$ cat config.mk
export PLATFORM = sky130hd
export DESIGN_NAME = m68k_reg_responder
export DESIGN_NICKNAME = d
export VERILOG_FILES = /design/src/rtl/m68k_reg_responder.sv
export SDC_FILE = /design/constraint.sdc
export NUM_CORES = 1
export LEC_CHECK = 0
export BUFFER_PORTS_ARGS = -buffer_cell sky130_fd_sc_hd__buf_2
export CAP_MARGIN = 0
export CORE_ASPECT_RATIO = 0.75
export CORE_UTILIZATION = 40
export DETAILED_ROUTE_END_ITERATION = 8
export SYNTH_ARGS = -nofsm -noshare
export SYNTH_HDL_FRONTEND = slang
export SYNTH_SLANG_ARGS = --single-unit
$ cat constraint.sdc
create_clock -name CLK_68KCLK -period 6.2 [get_ports CLK_68KCLK]
set_input_delay 1.86 -clock CLK_68KCLK [delete_from_list [all_inputs] [get_ports CLK_68KCLK]]
set_output_delay 1.86 -clock CLK_68KCLK [all_outputs]
set_load 0.02 [all_outputs]
$ cat src/rtl/m68k_reg_responder.sv
// m68k_reg_responder: 68k bus slave with a 16 x 16-bit register window.
// Decodes a selected bus cycle, waits a fixed number of clocks, then
// answers with nDTACK. REG[0..14] are byte-lane writable; REG[15] is a
// read-only count of acknowledged cycles.
module m68k_reg_responder #(
  parameter logic [23:0] BASE_ADDR   = 24'h3C0000,
  parameter int unsigned WAIT_STATES = 1
) (
  input  logic        CLK_68KCLK,
  input  logic        nRESET,
  input  logic [23:1] M68K_ADDR,
  input  logic [15:0] M68K_DATA_IN,
  output logic [15:0] M68K_DATA_OUT,
  output logic        DATA_OE,
  input  logic        nAS,
  input  logic        nUDS,
  input  logic        nLDS,
  input  logic        M68K_RW,
  output logic        nDTACK
);

  typedef enum logic [1:0] {
    ST_IDLE,
    ST_IGNORE,
    ST_WAIT,
    ST_ACK
  } state_t;

  localparam logic [3:0] WAIT_INIT = 4'(WAIT_STATES);
  localparam logic [3:0] CNT_IDX   = 4'd15;

  state_t      state;
  state_t      state_nxt;
  logic [3:0]  cnt;
  logic [3:0]  cnt_nxt;
  logic        ack_entry;
  logic        in_window;
  logic [3:0]  idx;
  logic [15:0] acc_cnt;
  logic [15:0] reg_file [16];

  // Byte-lane merge: each active-low strobe replaces its half of the word.
  function automatic logic [15:0] merge_lanes(input logic [15:0] old_word,
                                              input logic [15:0] new_word,
                                              input logic        uds_n,
                                              input logic        lds_n);
    logic [15:0] w;
    w = old_word;
    if (!uds_n) w[15:8] = new_word[15:8];
    if (!lds_n) w[7:0]  = new_word[7:0];
    return w;
  endfunction

  // Read mux: index 15 returns the access counter, not storage.
  function automatic logic [15:0] read_word(input logic [3:0]  sel_idx,
                                            input logic [15:0] cnt_val,
                                            input logic [15:0] stored);
    return (sel_idx == CNT_IDX) ? cnt_val : stored;
  endfunction

  assign in_window = (M68K_ADDR[23:5] == BASE_ADDR[23:5]);
  assign idx       = M68K_ADDR[4:1];

  // Bus cycle sequencing: decode, wait-state countdown, acknowledge, release.
  always_comb begin
    state_nxt = state;
    cnt_nxt   = cnt;
    ack_entry = 1'b0;
    case (state)
      ST_IDLE: begin
        if (!nAS) begin
          if (in_window) begin
            state_nxt = ST_WAIT;
            cnt_nxt   = WAIT_INIT;
          end else begin
            state_nxt = ST_IGNORE;
          end
        end
      end
      ST_IGNORE: begin
        if (nAS) state_nxt = ST_IDLE;
      end
      ST_WAIT: begin
        if (nAS) begin
          // Strobe withdrawn before acknowledge: abandon the cycle.
          state_nxt = ST_IDLE;
          cnt_nxt   = 4'd0;
        end else if (cnt == 4'd0) begin
          state_nxt = ST_ACK;
          ack_entry = 1'b1;
        end else begin
          cnt_nxt = cnt - 4'd1;
        end
      end
      ST_ACK: begin
        if (nAS) state_nxt = ST_IDLE;
      end
      default: begin
        state_nxt = ST_IDLE;
        cnt_nxt   = 4'd0;
      end
    endcase
  end

  // State and wait counter registers.
  always_ff @(posedge CLK_68KCLK) begin
    if (!nRESET) begin
      state <= ST_IDLE;
      cnt   <= 4'd0;
    end else begin
      state <= state_nxt;
      cnt   <= cnt_nxt;
    end
  end

  // Registered bus outputs: assert on ACK entry, drop on the release edge.
  always_ff @(posedge CLK_68KCLK) begin
    if (!nRESET) begin
      nDTACK        <= 1'b1;
      DATA_OE       <= 1'b0;
      M68K_DATA_OUT <= 16'h0000;
    end else if (ack_entry) begin
      nDTACK <= 1'b0;
      if (M68K_RW) begin
        DATA_OE       <= 1'b1;
        M68K_DATA_OUT <= read_word(idx, acc_cnt, reg_file[idx]);
      end else begin
        DATA_OE <= 1'b0;
      end
    end else if (state == ST_ACK && nAS) begin
      nDTACK  <= 1'b1;
      DATA_OE <= 1'b0;
    end
  end

  // Register file: writes commit on the ACK-entry edge; index 15 is never stored.
  always_ff @(posedge CLK_68KCLK) begin
    if (!nRESET) begin
      for (int i = 0; i < 16; i++) reg_file[i] <= 16'h0000;
    end else if (ack_entry && !M68K_RW && idx != CNT_IDX) begin
      reg_file[idx] <= merge_lanes(reg_file[idx], M68K_DATA_IN, nUDS, nLDS);
    end
  end

  // Access counter: one count per acknowledged cycle, wrapping at 16 bits.
  always_ff @(posedge CLK_68KCLK) begin
    if (!nRESET) begin
      acc_cnt <= 16'h0000;
    end else begin
      acc_cnt <= acc_cnt + {15'd0, ack_entry};
    end
  end

endmodule

==> impl_metrics.ini <==
[run_status]
outcome = finished, final reports clean

[pwr]
powerDensity_nw_per_um2 = 303.0
total_power_mw = 4.680
power_leakage_nw = 5.706
vdd_drop_max_mv = 0.1866

[critical_path]
rr_worst_depth = 8
cp-startpoint = nAS
start_kind = input port
worstPathRequired_ps = 6390
r2r_end = reg_file[13][2]
cp-end-kind = register
cp-endpoint = reg_file[13][2]
r2r_slack_ps = 2770
crit-reg2reg-launch = cnt[1]
crit_arrival_ps = 4470
cp_max_fo = 17
crit_type = in -> reg

[layout]
ff_latch_area_um2 = 8488
n_fill_cell = 3044
nets = 1244
n_antenna_cell = 0
multi_input_area_um2 = 4746
layout-drive-gt1-share = 0.1798
syn2layout_area_growth_pct = 13.80

[routing]
drtIter0Drc = 1140
ant_nets = 0
drtPass1Iterations = 8
wl_per_cell_um = 23.48
routed-via-count = 9492
viasPerCell = 5.691
drc = 0
drt_wl_total_um = 39170

[yosys]
ys.flop_type = edfxtp_1
synth_xor_area_frac = 0.009033
synth-simple-area-share = 0.1510
synth-seq-cells = 296
synthCells = 1136
synth_edf_count = 256
ys_warn_count = 0
synth_seq_area_share = 0.6253
synth.avg_cell_area_um2 = 11.95
synth_mux_area_frac = 0.09660
synth-adder-area-share = 0.004609
synth_cell_types = 52
postSynth.asyncResetShare = 0
synth_compound_area_frac = 0.08360
syn_area_um2 = 13570
synth_top_family_by_area = simple AND/OR/NAND/NOR gates

[grt]
grt-ovfl-total = 0
first_global_vias = 8915
grt.total_usage = 0.2237
antenna_found_initial = 1
grt_max_degree = 65
grt_pass1_wl_um = 57440

[clock_tree]
cts_tree = yes
cts_made_buffers = 30
cts.repair.resized = 0
postCtsSetupBuffers = 0
cts-root-buf = clkbuf_16
cts_max_level = 1
clock_path_buffers = 3
hold_buffers = 0
clkTransAtPathRegs_ps = 60
cts.sinks = 296
clock_latency_ps = 570

[floorplan]
die_x_um = 214.7
coreArea_um2 = 33450
die-area_um2 = 34680
start_util = 0.4058
core.rowCount = 58
num_io_pins = 63
die_y_um = 161.5

[sta]
setup_violations = 0
rsz0062_at_grt = false
fin_crit_sh = 0.6911
hold_viol = 0
clock.fmax_ghz = 0.2334
fin_hold_ws_ps = 469.6
drv_slew = 0
slew_headroom = 0.2346
worst_clock_skew_ps = 12.87
tightest_slew_ps = 1148
fin_setup_tns_ps = 0
min_period_ps = 4285

[place]
port_buffers = 62
dp_hpwl_um = 26350
place_congestion = 0.9056

[min_path]
hp-class = reg -> reg

[flow_run]
max_cap_violations = 0
[metrics by stage]
step / utilization / instances / worst slack, ps / area (um^2)
after floorplan: - / 1151 / 2298 / 13630
after global placement: 0.4275 / 1612 / 1436 / 14300
after detailed placement: 0.4275 / 1612 / 1399 / 14300
after CTS: 0.4617 / 1668 / 1983 / 15450
after global routing: 0.4617 / 1668 / 1744 / 15450
final: 0.4617 / 1668 / 1915 / 15450
[final cells by class]
class                      instances  area share
tap                              450     0.03645
timing repair buffer              83     0.03151
clock inverter                    19     0.01701
sequential                       296      0.5495
multi-input combinational        778      0.3072
clock buffer                      37     0.05710
inverter                           5    0.001215
[worst min path at each step]
stage                     startpoint                to  slack [ps]  cells after the start
floorplan                     cnt[0]            cnt[0]         480                      2
global placement    M68K_DATA_OUT[5]  M68K_DATA_OUT[5]         450                      2
detailed placement  M68K_DATA_OUT[6]  M68K_DATA_OUT[6]         460                      2
CTS                 M68K_DATA_OUT[5]  M68K_DATA_OUT[5]         470                      2
global route        M68K_DATA_OUT[9]  M68K_DATA_OUT[9]         500                      2
finish              M68K_DATA_OUT[5]  M68K_DATA_OUT[5]         470                      2
[routing by layer]
layer / routed length, um / vias up / track usage
met3: 3615 / 73 / 0.05066
met4: 1000 / 2 / 0.06039
met5: 17 / - / 0
li1: - / 4284 / -
met2: 16620 / 462 / 0.3227
met1: 17920 / 4671 / 0.3354
[synthesized netlist by cell type, types with 6 or more instances]
cell / count / area [um^2]
a21oi_1: 44 / 220.2
o221ai_1: 16 / 140.1
dfxtp_1: 40 / 800.8
nand2_1: 70 / 262.8
o22ai_1: 25 / 156.4
or2_2: 16 / 100.1
mux2i_1: 77 / 770.7
a221oi_1: 30 / 262.8
a222oi_1: 13 / 130.1
xor2_1: 8 / 70.07
buf_2: 27 / 135.1
nor2_1: 289 / 1085
edfxtp_1: 256 / 7687
buf_4: 7 / 52.55
mux2_2: 48 / 540.5
a211oi_1: 9 / 67.56
a22o_1: 8 / 70.07
clkbuf_1: 26 / 97.59
nand2b_1: 6 / 37.54
nor2b_1: 25 / 156.4
and2_1: 6 / 37.54
nand3_1: 6 / 30.03
buf_6: 7 / 78.83
xnor2_1: 6 / 52.55
[critical path, cell delays in order]
cell and delay [ps]:
buf_2 180, nor3b_2 310, nand2_2 210, inv_1 210
and3_1 260, nand2_1 510, nand2_1 920
[power by group]
group | internal (mW) | switching [mW] | leakage (nW)
Clock | 1.26 | 0.808 | 0.546
Sequential | 2.22 | 0.0174 | 2.96
Combinational | 0.109 | 0.264 | 2.20
Total | 3.59 | 1.09 | 5.71
[cell usage in the layout, fill, tap and decap left out, types with 25 or more instances in the layout]
| master | count |
|---|---|
| a21oi_1 | 44 |
| a221oi_1 | 30 |
| buf_2 | 61 |
| clkbuf_16 | 34 |
| dfxtp_1 | 40 |
| edfxtp_1 | 256 |
| mux2_2 | 48 |
| mux2i_1 | 77 |
| nand2_1 | 70 |
| nor2_1 | 288 |
| o22ai_1 | 25 |
[logic make-up after synthesis]
family                   after synthesis
adder cells (fa/ha/maj)                5
flip-flops                           296
XOR/XNOR                              14
multiplexers                         125
other                                  1
AO/OA/AOI/OAI                        158
buffers and inverters                 77
AND/OR/NAND/NOR                      460
[sequential cells by signal (all words and copies together), names as in the netlist]
register / flops
acc_cnt: 16
cnt: 4
DATA_OE: 1
state: 2
nDTACK: 1
M68K_DATA_OUT: 16
reg_file: 256
Power figures use the tool's default switching activity.
